### src/rtl/pipe_pkg.sv
// Shared pipeline types: the stage occupancy enum and the packed inter-stage bundles.
// Instantiate pipe_stage_reg with DATA_W = $bits(<bundle>_t) for the stage it sits between.
package pipe_pkg;

  typedef enum logic [1:0] {
    ST_EMPTY = 2'd0,
    ST_FULL  = 2'd1,
    ST_SKID  = 2'd2
  } stage_state_e;

  typedef struct packed {
    logic [31:0] pc;
    logic [31:0] instr;
  } de_bundle_t;

  typedef struct packed {
    logic [31:0] pc;
    logic [31:0] alu_res;
    logic [4:0]  rd;
    logic        wb_en;
  } em_bundle_t;

endpackage

### src/rtl/sat_counter.sv
// Up-counter that sticks at its maximum value instead of wrapping.
module sat_counter #(
  parameter int W = 16
) (
  input  logic         clk,
  input  logic         reset,
  input  logic         inc,
  output logic [W-1:0] count
);

  logic [W-1:0] r_count;

  always_ff @(posedge clk or posedge reset) begin
    if (reset) begin
      r_count <= '0;
    end else if (inc && (r_count != {W{1'b1}})) begin
      r_count <= r_count + 1'b1;
    end
  end

  assign count = r_count;

endmodule

### src/rtl/pipe_stage_reg.sv
// Flow-controlled pipeline stage register with flush and back-pressure counter.
// Define PIPE_STAGE_SKID_EN for the 2-entry skid build with a registered in_ready.
//
// Handshake: a payload moves when valid && ready are both high at a rising edge;
// valid never waits on ready, and a held payload stays stable until it moves.
module pipe_stage_reg
  import pipe_pkg::*;
#(
  parameter int DATA_W = 32,
  parameter int CNT_W  = 16
) (
  input  logic              clk,
  input  logic              reset,
  input  logic              clear,
  input  logic              in_valid,
  output logic              in_ready,
  input  logic [DATA_W-1:0] in_data,
  output logic              out_valid,
  input  logic              out_ready,
  output logic [DATA_W-1:0] out_data,
  output logic [CNT_W-1:0]  stall_cnt,
  output logic              skid_full,
  output stage_state_e      dbg_state
);

  stage_state_e      r_state;
  stage_state_e      w_state_nxt;
  logic [DATA_W-1:0] r_main;
  logic [DATA_W-1:0] w_main_nxt;
  logic              w_in_fire;
  logic              w_out_fire;
  logic              w_stall;

  assign out_valid  = (r_state != ST_EMPTY);
  // An empty stage presents an all-zero NOP bubble downstream.
  assign out_data   = out_valid ? r_main : '0;
  assign w_in_fire  = in_valid && in_ready;
  assign w_out_fire = out_valid && out_ready;
  assign w_stall    = out_valid && !out_ready;
  assign dbg_state  = r_state;

`ifdef PIPE_STAGE_SKID_EN
  logic [DATA_W-1:0] r_skid;
  logic [DATA_W-1:0] w_skid_nxt;

  assign in_ready  = (r_state != ST_SKID) && !clear;
  assign skid_full = (r_state == ST_SKID);

  always_comb begin
    w_state_nxt = r_state;
    w_main_nxt  = r_main;
    w_skid_nxt  = r_skid;
    if (clear) begin
      w_state_nxt = ST_EMPTY;
      w_main_nxt  = '0;
      w_skid_nxt  = '0;
    end else begin
      case (r_state)
        ST_EMPTY: begin
          if (w_in_fire) begin
            w_state_nxt = ST_FULL;
            w_main_nxt  = in_data;
          end
        end
        ST_FULL: begin
          if (w_in_fire && w_out_fire) begin
            w_main_nxt = in_data;
          end else if (w_out_fire) begin
            w_state_nxt = ST_EMPTY;
          end else if (w_in_fire) begin
            w_state_nxt = ST_SKID;
            w_skid_nxt  = in_data;
          end
        end
        ST_SKID: begin
          if (w_out_fire) begin
            w_state_nxt = ST_FULL;
            w_main_nxt  = r_skid;
          end
        end
        default: w_state_nxt = ST_EMPTY;
      endcase
    end
  end

  always_ff @(posedge clk or posedge reset) begin
    if (reset) begin
      r_state <= ST_EMPTY;
      r_main  <= '0;
      r_skid  <= '0;
    end else begin
      r_state <= w_state_nxt;
      r_main  <= w_main_nxt;
      r_skid  <= w_skid_nxt;
    end
  end
`else
  // Single entry: ready passes straight through from out_ready when full.
  assign in_ready  = (!out_valid || out_ready) && !clear;
  assign skid_full = 1'b0;

  always_comb begin
    w_state_nxt = r_state;
    w_main_nxt  = r_main;
    if (clear) begin
      w_state_nxt = ST_EMPTY;
      w_main_nxt  = '0;
    end else begin
      case (r_state)
        ST_EMPTY: begin
          if (w_in_fire) begin
            w_state_nxt = ST_FULL;
            w_main_nxt  = in_data;
          end
        end
        ST_FULL: begin
          if (w_in_fire) begin
            w_main_nxt = in_data;
          end else if (w_out_fire) begin
            w_state_nxt = ST_EMPTY;
          end
        end
        default: w_state_nxt = ST_EMPTY;
      endcase
    end
  end

  always_ff @(posedge clk or posedge reset) begin
    if (reset) begin
      r_state <= ST_EMPTY;
      r_main  <= '0;
    end else begin
      r_state <= w_state_nxt;
      r_main  <= w_main_nxt;
    end
  end
`endif

  sat_counter #(.W(CNT_W)) u_stall_cnt (
    .clk   (clk),
    .reset (reset),
    .inc   (w_stall),
    .count (stall_cnt)
  );

endmodule

### config.mk
export PLATFORM = sky130hd
export DESIGN_NAME = pipe_stage_reg
export DESIGN_NICKNAME = d
export VERILOG_FILES = /design/src/rtl/pipe_pkg.sv /design/src/rtl/sat_counter.sv /design/src/rtl/pipe_stage_reg.sv
export SDC_FILE = /design/constraint.sdc
export NUM_CORES = 1
export LEC_CHECK = 0
export ABC_AREA = 1
export BUFFER_PORTS_ARGS = -buffer_cell sky130_fd_sc_hd__buf_4
export CORE_UTILIZATION = 50
export DETAILED_ROUTE_END_ITERATION = 7
export PLACE_DENSITY = 0.89
export SLEW_MARGIN = 10
export SYNTH_ARGS = -nofsm -noshare
export SYNTH_HDL_FRONTEND = slang
export SYNTH_SLANG_ARGS = --single-unit
### constraint.sdc
create_clock -name clk -period 1.9 [get_ports clk]
set_clock_uncertainty 0.15 [all_clocks]
set_input_delay 0.095 -clock clk [delete_from_list [all_inputs] [get_ports clk]]
set_output_delay 0.095 -clock clk [all_outputs]
set_load 0.005 [all_outputs]
==> impl_metrics.tcl, run 1 <==
set metrics [dict create \
    rsz0062_at_grt "no" \
    drc 0 \
    path_class "flip-flop to flip-flop" \
    yosys_warnings 0 \
    setup_viol 0 \
    grt_use_total 0.271 \
    setup_tns_ns 0 \
    slew_headroom 0.616 \
    ff2ff_setup_slack_ns 0.17 \
    path_cells "ha_2 > nand2_1 > nor2_1 > nand2_2 > nor2_4 > nor2_4 > buf_4 > nand2_1 > o21ai_2" \
    ys_ff_latch 49 \
    globalRouteOverflowTotal 0 \
    ios 90 \
    gp_congestion 0.802 \
    clockBufferDepth 2 \
    path_clk_slew_ns 0.09 \
    hold_viol 0 \
    io_buffer_count 87 \
    final_antenna_net_count 0 \
    drtIter0Drc 227 \
    cellLeakagePower_nw 2.19 \
    fillers 400 \
    cp-end-kind "flip-flop" \
    crit_path_start_kind "flip-flop" \
    grt_pass1_wl_um 11600 \
    nets 526 \
    p_total_mw 2.56 \
    post_drt_via_cell_ratio 5.05 \
    post_drt_wl_per_cell_um 13.3 \
    critPathSlowestCell "dfrtp_1" \
    cts_sinks 49 \
    grt_max_degree 35 \
    dp_hpwl_um 4880 \
    areaGrowthSynthToFinish_pct 43.9 \
    r2r_start "u_stall_cnt.count[1]$_DFFE_PP0P_" \
    num_vias 2825 \
    worstPathMaxFanout 7 \
    async_reset_ff_frac 1.00 \
    drive_gt1_frac 0.252 \
    tritoncts "yes" \
    initial_core_util 0.522 \
    reg2reg_to "u_stall_cnt.count[3]$_DFFE_PP0P_" \
    fmax_mhz 578 \
    firstDrtPassIters 4 \
    fp.dieW_um 75.2 \
    cp_slowest_stage_delay_ns 0.42 \
    fp-row-count 26 \
    synth_cell_type_count 23 \
    min_path_type "input port to flip-flop" \
    fin_crit_ns 1.73 \
    tightestPinTransition_ns 0.575 \
    ys.flop_type "dfrtp_1" \
    fin_crit_sh 0.910 \
    routed_wl_um 7430 \
    status "finished clean" \
    die_height_um 75.2 \
    synth_edf_count 0 \
    min_to "u_stall_cnt.count[12]$_DFFE_PP0P_" \
    cts_buffers 5 \
    die_area_mm2 0.00566 \
    final_common_cell "nand2_1" \
    r2r_cells 9 \
    peakVddDrop_mv 0.526 \
    slew_viol_final 0 \
    crit_required_ns 1.94 \
    syn_inst 368 \
    coreArea_mm2 0.00514 \
    yosysSeqAreaShare 0.457 \
    syn_area_mm2 0.00268 \
    arrival_ns 1.77 \
    powerDensity_mw_per_mm2 664 \
    syn_area_per_cell_um2 7.29 \
    most-common-layout-cells "nand2_1, buf_4, nand3_1" \
    min-delay-start "out_ready" \
    worstSkewPairLatency_ns 0.30 \
    cts_root_buf "clkbuf_8" \
    cap_violations 0 \
    num_antenna_cells 0 \
    cts_htree_levels 2 \
    antenna_found_initial 0 \
    worstHoldPathCells 5 \
    grt_pass1_vias 2758 \
]
-- cell type report --
cell class                      count  area (um^2)  area share
Tap cell                           70         87.6      0.0227
Timing Repair Buffer              135         1130       0.292
Clock buffer                        5         68.8      0.0178
Inverter                           47          176      0.0457
Sequential cell                    49         1230       0.318
Clock inverter                      3         17.5     0.00454
Multi-Input combinational cell    250         1160       0.300
-- where the power goes --
group / switching, mW / internal (mW) / total, mW
sequential: 0.127 / 1.16 / 1.28
combinational: 0.325 / 0.350 / 0.675
clock: 0.350 / 0.255 / 0.604
-- state kept, by name, summed over array words and instances (netlist names) --
register / cells
r_main: 32
u_stall_cnt.count: 16
dbg_state: 1
-- worst max path at each step --
stage	start	endpoint	slack (ns)	depth (start not counted)
final	u_stall_cnt.count[1]$_DFFE_PP0P_	u_stall_cnt.count[3]$_DFFE_PP0P_	0.17	9
after global routing	u_stall_cnt.count[1]$_DFFE_PP0P_	u_stall_cnt.count[9]$_DFFE_PP0P_	0.03	8
after CTS	u_stall_cnt.count[1]$_DFFE_PP0P_	u_stall_cnt.count[7]$_DFFE_PP0P_	0.05	8
after detailed placement	u_stall_cnt.count[1]$_DFFE_PP0P_	u_stall_cnt.count[9]$_DFFE_PP0P_	0.07	7
after global placement	u_stall_cnt.count[1]$_DFFE_PP0P_	u_stall_cnt.count[11]$_DFFE_PP0P_	0.17	7
after floorplan	u_stall_cnt.count[0]$_DFFE_PP0P_	u_stall_cnt.count[12]$_DFFE_PP0P_	0.26	9
-- critical path: cells and delay by family (launching register included) --
family	cells	cell delay [ns]
and+or+nand+nor	6	0.60
DFF	1	0.42
AOI/OAI and AO/OA	1	0.05
adders and majority gates	1	0.25
buffers and inverters	1	0.16
-- synthesized netlist by cell type (5+ instances only) --
cell | instances | area, um^2
nand2_1 | 126 | 473
nor2_1 | 19 | 71.3
clkbuf_1 | 10 | 37.5
nand4_1 | 5 | 31.3
o21ai_0 | 7 | 35.0
inv_1 | 45 | 169
nand3_1 | 72 | 360
dfrtp_1 | 49 | 1230
-- through the flow --
| stage | hold WS (ns) | setup slack, ns | utilization | std cells | instance area (um^2) |
|---|---|---|---|---|---|
| after detailed placement | 0.0541 | 0.0732 | 0.660 | 514 | 3390 |
| after CTS | 0.00201 | 0.0475 | 0.745 | 557 | 3830 |
| final | 0.00432 | 0.170 | 0.751 | 559 | 3860 |
| after global placement | 0.0259 | 0.174 | 0.660 | 514 | 3390 |
| after global routing | 0.0182 | 0.0281 | 0.751 | 559 | 3860 |
| after floorplan | 0.0114 | 0.264 | - | 369 | 2690 |
-- kinds of logic (layout without fill, tap and decap cells) --
| family | after synthesis | in the layout | synth area share |
|---|---|---|---|
| adder cells (fa/ha/maj) | 1 | 1 | 0.00466 |
| AO/OA/AOI/OAI | 11 | 11 | 0.0261 |
| XOR/XNOR | 6 | 6 | 0.0196 |
| other | 1 | 2 | 0.00140 |
| buffers and inverters | 70 | 190 | 0.114 |
| flip-flops | 49 | 49 | 0.457 |
| AND/OR/NAND/NOR | 230 | 230 | 0.377 |
-- what timing repair did --
action / 4_1_cts / 5_1_grt
hold endpoints to repair: 58 / 0
buffers inserted: 0 / 2
hold buffers: 35 / 0
gates resized for setup: 0 / 1
endpoints found under the setup margin: 0 / 11
-- routing by layer --
metal,track usage,up-vias,share of wire
li1,-,1376,-
met1,0.298,1319,0.40
met2,0.523,118,0.53
met3,0.0509,12,0.054
met4,0.0864,0,0.012
met5,0,-,0
(Power assumes the default switching activity.)
==> run 2: changes to the inputs <==
CTS_BUF_LIST = sky130_fd_sc_hd__clkbuf_16   (was default)
RECOVER_POWER = 50   (was default)
==> run 2 against run 1 <==
  * Via count grew 0.85%
  * First-iteration DRC count shrank 26%
  * Clock-buffer cell count is the same
  * Worst hold slack gained 0.0082 ns
  * Global-route usage grew 0.80 points
  * Design area grew 0.91%
  * Critical path type unchanged
  * Critical path depth is the same
  * Power grew 9.9%
  * Clock power grew 44%
  * Non-clock buffer count is the same
  * Combinational power shrank 2%
==> impl_metrics.tcl, run 2 (synthesis results as in run 1) <==
set metrics [dict create \
    drive_gt1_frac 0.237 \
    largest_reg_flops 32 \
    num_vias 2849 \
    worstPathMaxFanout 7 \
    ff2ff_setup_slack_ns 0.17 \
    globalRouteOverflowTotal 0 \
    antenna_found_initial 0 \
    routed_wl_um 7600 \
    slew_viol_final 0 \
    num_antenna_cells 0 \
    cp-end-kind "flip-flop" \
    clockBufferDepth 2 \
    setup_viol 0 \
    regMostFlops "r_main" \
    coreArea_mm2 0.00514 \
    instances_no_fill 559 \
    firstDrtPassIters 5 \
    layout_setup_ws_ns 0.169 \
    areaGrowthSynthToFinish_pct 45.2 \
    grt_pass1_vias 2716 \
    fillers 396 \
    cts_root_buf "clkbuf_16" \
    fmax_mhz 578 \
    worstSkewPairLatency_ns 0.29 \
    fp.dieW_um 75.2 \
    nets 526 \
    grt_max_degree 35 \
    grt_use_total 0.279 \
    gp_congestion 0.802 \
    place_ws_ns 0.0732 \
    io_buffer_count 87 \
    cts_buffers 5 \
    die_area_mm2 0.00566 \
    grt_pass1_wl_um 11800 \
    hold_ws_ns 0.0125 \
    path_class "flip-flop to flip-flop" \
    final_common_cell "nand2_1" \
    fin_util 0.758 \
    slew_headroom 0.312 \
    peakVddDrop_mv 0.545 \
    cap_violations 0 \
    cellLeakagePower_nw 2.19 \
    crit_required_ns 1.93 \
    cts_htree_levels 2 \
    tritoncts "yes" \
    final_antenna_net_count 0 \
    path_clk_slew_ns 0.07 \
    die_height_um 75.2 \
    fin_crit_sh 0.911 \
    min_path_type "input port to flip-flop" \
    most-common-layout-cells "nand2_1, buf_4, nand3_1" \
    setup_tns_ns 0 \
    fp-row-count 26 \
    status "finished clean" \
    dp_hpwl_um 4880 \
    drtIter0Drc 167 \
    tightestPinTransition_ns 1.03 \
    powerDensity_mw_per_mm2 723 \
    post_drt_wl_per_cell_um 13.6 \
    hold_viol 0 \
    crit_path_start_kind "flip-flop" \
    ios 90 \
    post_drt_via_cell_ratio 5.10 \
    cts_sinks 49 \
    initial_core_util 0.522 \
    arrival_ns 1.76 \
    rsz0062_at_grt "no" \
    drc 0 \
    place_inst 514 \
    fin_crit_ns 1.73 \
]
[run 2: changes by cell type in the layout (fill, tap and decap cells not counted), sizes merged]
| cell | before | now |
|---|---|---|
| buf | 100 | 81 |
| clkbuf | 5 | 24 |
[run 2: metrics by stage]
stage / power [mW] / area, um^2
after floorplan: 1.62 / 2690
after global placement: 1.87 / 3390
after detailed placement: 1.91 / 3390
after CTS: 2.83 / 3890
after global routing: 2.97 / 3890
final: 2.82 / 3890
[run 2: routing by layer]
layer  global-route usage  vias to the layer above  share of wire
li1                     -                     1374              -
met1                0.319                     1354           0.40
met2                0.525                      107           0.53
met3               0.0535                       14          0.052
met4               0.0864                        0          0.016
met5                    0                        -              0
[run 2: worst max-delay path: stages (launching register included)]
cell and delay [ns]:
dfrtp_1 0.41, ha_2 0.25, nand2_1 0.06, nor2_1 0.14, nand2_2 0.13, nor2_4 0.14
nor2_4 0.06, buf_4 0.16, nand2_1 0.08, o21ai_2 0.05
[run 2: layout make-up]
type / count / area [um^2] / area share
Tap cell: 70 / 87.6 / 0.0225
Multi-Input combinational cell: 250 / 1160 / 0.297
Inverter: 47 / 176 / 0.0453
Sequential cell: 49 / 1230 / 0.315
Clock buffer: 5 / 125 / 0.0321
Timing Repair Buffer: 135 / 1100 / 0.284
Clock inverter: 3 / 17.5 / 0.00450
[run 2: worst paths after layout]
kind | startpoint | to | cells after the start
min in group asynchronous | reset | r_main[10]$_DFFE_PP0P_ | 3
worst max-delay path | u_stall_cnt.count[1]$_DFFE_PP0P_ | u_stall_cnt.count[3]$_DFFE_PP0P_ | 9
worst max register to register | u_stall_cnt.count[1]$_DFFE_PP0P_ | u_stall_cnt.count[3]$_DFFE_PP0P_ | 9
worst min register to register | r_main[21]$_DFFE_PP0P_ | r_main[21]$_DFFE_PP0P_ | 2
max in group asynchronous | reset | dbg_state[0]$_DFFE_PP0P_ | 4
worst min-delay path | out_ready | u_stall_cnt.count[12]$_DFFE_PP0P_ | 5
[run 2: where the power goes]
part | switching [mW] | internal (mW)
logic | 0.326 | 0.336
clock network | 0.388 | 0.483
registers | 0.125 | 1.16
[run 2: timing repair]
| item | 4_1_cts | 5_1_grt |
|---|---|---|
| hold buffers | 35 | 0 |
| endpoints found under the setup margin | 0 | 11 |
| setup buffers | 0 | 2 |
| hold endpoints to repair | 58 | 0 |
| resized for setup | 0 | 1 |
==> run 3: changes to the inputs <==
CAP_MARGIN = 25   (was default)
CORE_UTILIZATION = 45   (was 50)
PLACE_DENSITY = 0.83   (was 0.89)
==> run 3 against run 2 <==
  * Clock-buffer cell count stayed put
  * Global-route usage down 3.8 points
  * Die area rose by 11%
  * Power shrank 2.6%
  * Worst hold slack improved by 0.10 ns
  * Register-to-register slack got worse by 0.04 ns
  * Largest power group unchanged
  * Worst setup slack worse by 0.041 ns
  * Clock power shrank 7.0%
  * Non-clock buffer count is 1 lower
  * Final cell count fell by 0.18%
==> impl_metrics.tcl, run 3 (synthesis results as in run 1) <==
set metrics [dict create \
    nets 525 \
    dp_hpwl_um 4760 \
    setup_tns_ns 0 \
    grt_pass1_vias 2741 \
    slew_viol_final 0 \
    io_buffer_count 87 \
    fp.dieW_um 79.2 \
    path_class "flip-flop to flip-flop" \
    crit_path_start_kind "flip-flop" \
    cts_htree_levels 2 \
    globalRouteOverflowTotal 0 \
    hold_viol 0 \
    final_common_cell "nand2_1" \
    routed_wl_um 7130 \
    num_antenna_cells 0 \
    drc 0 \
    crit_required_ns 1.93 \
    grt_use_total 0.241 \
    regMostFlops "r_main" \
    arrival_ns 1.80 \
    fmax_mhz 564 \
    antenna_found_initial 0 \
    num_vias 2757 \
    worstHoldPathCells 3 \
    post_drt_via_cell_ratio 4.94 \
    powerDensity_mw_per_mm2 709 \
    drive_gt1_frac 0.239 \
    fp-row-count 27 \
    cap_violations 0 \
    cp-end-kind "flip-flop" \
    cts_sinks 49 \
    status "finished clean" \
    path_clk_slew_ns 0.06 \
    areaGrowthSynthToFinish_pct 44.2 \
    fin_util 0.686 \
    firstDrtPassIters 5 \
    tightestPinTransition_ns 0.637 \
    rsz0062_at_grt "no" \
    largest_reg_flops 32 \
    cts_buffers 5 \
    gp_congestion 0.805 \
    r2r_cells 8 \
    drtIter0Drc 138 \
    ios 90 \
    post_drt_wl_per_cell_um 12.8 \
    slew_headroom 0.575 \
    instances_no_fill 558 \
    most-common-layout-cells "nand2_1, buf_4, nand3_1" \
    tritoncts "yes" \
    initial_core_util 0.475 \
    final_antenna_net_count 0 \
    peakVddDrop_mv 0.499 \
    grt_max_degree 35 \
    setup_viol 0 \
    clockBufferDepth 2 \
    cellLeakagePower_nw 2.19 \
    worstPathMaxFanout 18 \
    p_total_mw 2.74 \
    die_area_mm2 0.00627 \
    place_inst 516 \
    hold_ws_ns 0.113 \
    die_height_um 79.2 \
    coreArea_mm2 0.00564 \
    min_path_type "input port to flip-flop" \
    cts_root_buf "clkbuf_16" \
    grt_pass1_wl_um 11900 \
    worstSkewPairLatency_ns 0.28 \
    fin_crit_ns 1.77 \
    fin_crit_sh 0.933 \
]
[run 3: final timing paths]
kind | startpoint | end | slack [ns]
min | in_valid | r_main[10]$_DFFE_PP0P_ | 0.11
max | u_stall_cnt.count[1]$_DFFE_PP0P_ | u_stall_cnt.count[11]$_DFFE_PP0P_ | 0.13
max reg2reg | u_stall_cnt.count[1]$_DFFE_PP0P_ | u_stall_cnt.count[11]$_DFFE_PP0P_ | 0.13
max in group asynchronous | reset | r_main[25]$_DFFE_PP0P_ | 0.37
min reg2reg | r_main[10]$_DFFE_PP0P_ | r_main[10]$_DFFE_PP0P_ | 0.35
min in group asynchronous | reset | u_stall_cnt.count[5]$_DFFE_PP0P_ | 0.30
[run 3: per-layer routing]
| metal | part of all wire | wire length [um] | track usage |
|---|---|---|---|
| met2 | 0.52 | 3680 | 0.447 |
| met4 | 0.012 | 87 | 0.0764 |
| met5 | 0 | 0 | 0 |
| met1 | 0.42 | 3010 | 0.281 |
| met3 | 0.050 | 357 | 0.0391 |
[run 3: metrics by stage]
stage / setup WS, ns / instance area [um^2]
2_1_floorplan: 0.264 / 2690
3_3_place_gp: 0.163 / 3400
3_5_place_dp: 0.0349 / 3400
4_1_cts: 0.0196 / 3880
5_1_grt: 0.0244 / 3870
6_report: 0.128 / 3870
[run 3: final cells by class]
class	count	area [um^2]
fill	461	1770
sequential	49	1230
multi-input combinational	250	1150
timing repair buffer	134	1100
inverter	47	176
clock buffer	5	125
tap	72	90.1
clock inverter	1	5.00
[run 3: what timing repair did]
item	in CTS	in global routing
gates resized for setup	0	1
hold buffers	35	0
buffers inserted	0	1
endpoints found under the setup margin	0	11
hold endpoints to repair	49	0
[run 3: critical path, stage by stage, from the launching register on]
cell     delay, ns
dfrtp_1       0.41
ha_2          0.25
nand2_1       0.06
nor2_1        0.12
nand2_2       0.12
nor2_4        0.14
nor2_4        0.05
buf_12        0.14
o21ai_0       0.21
[run 3: where the power goes]
group	switching, mW	internal, mW
combinational	0.315	0.333
clock	0.340	0.470
sequential	0.127	1.16
total	0.781	1.96
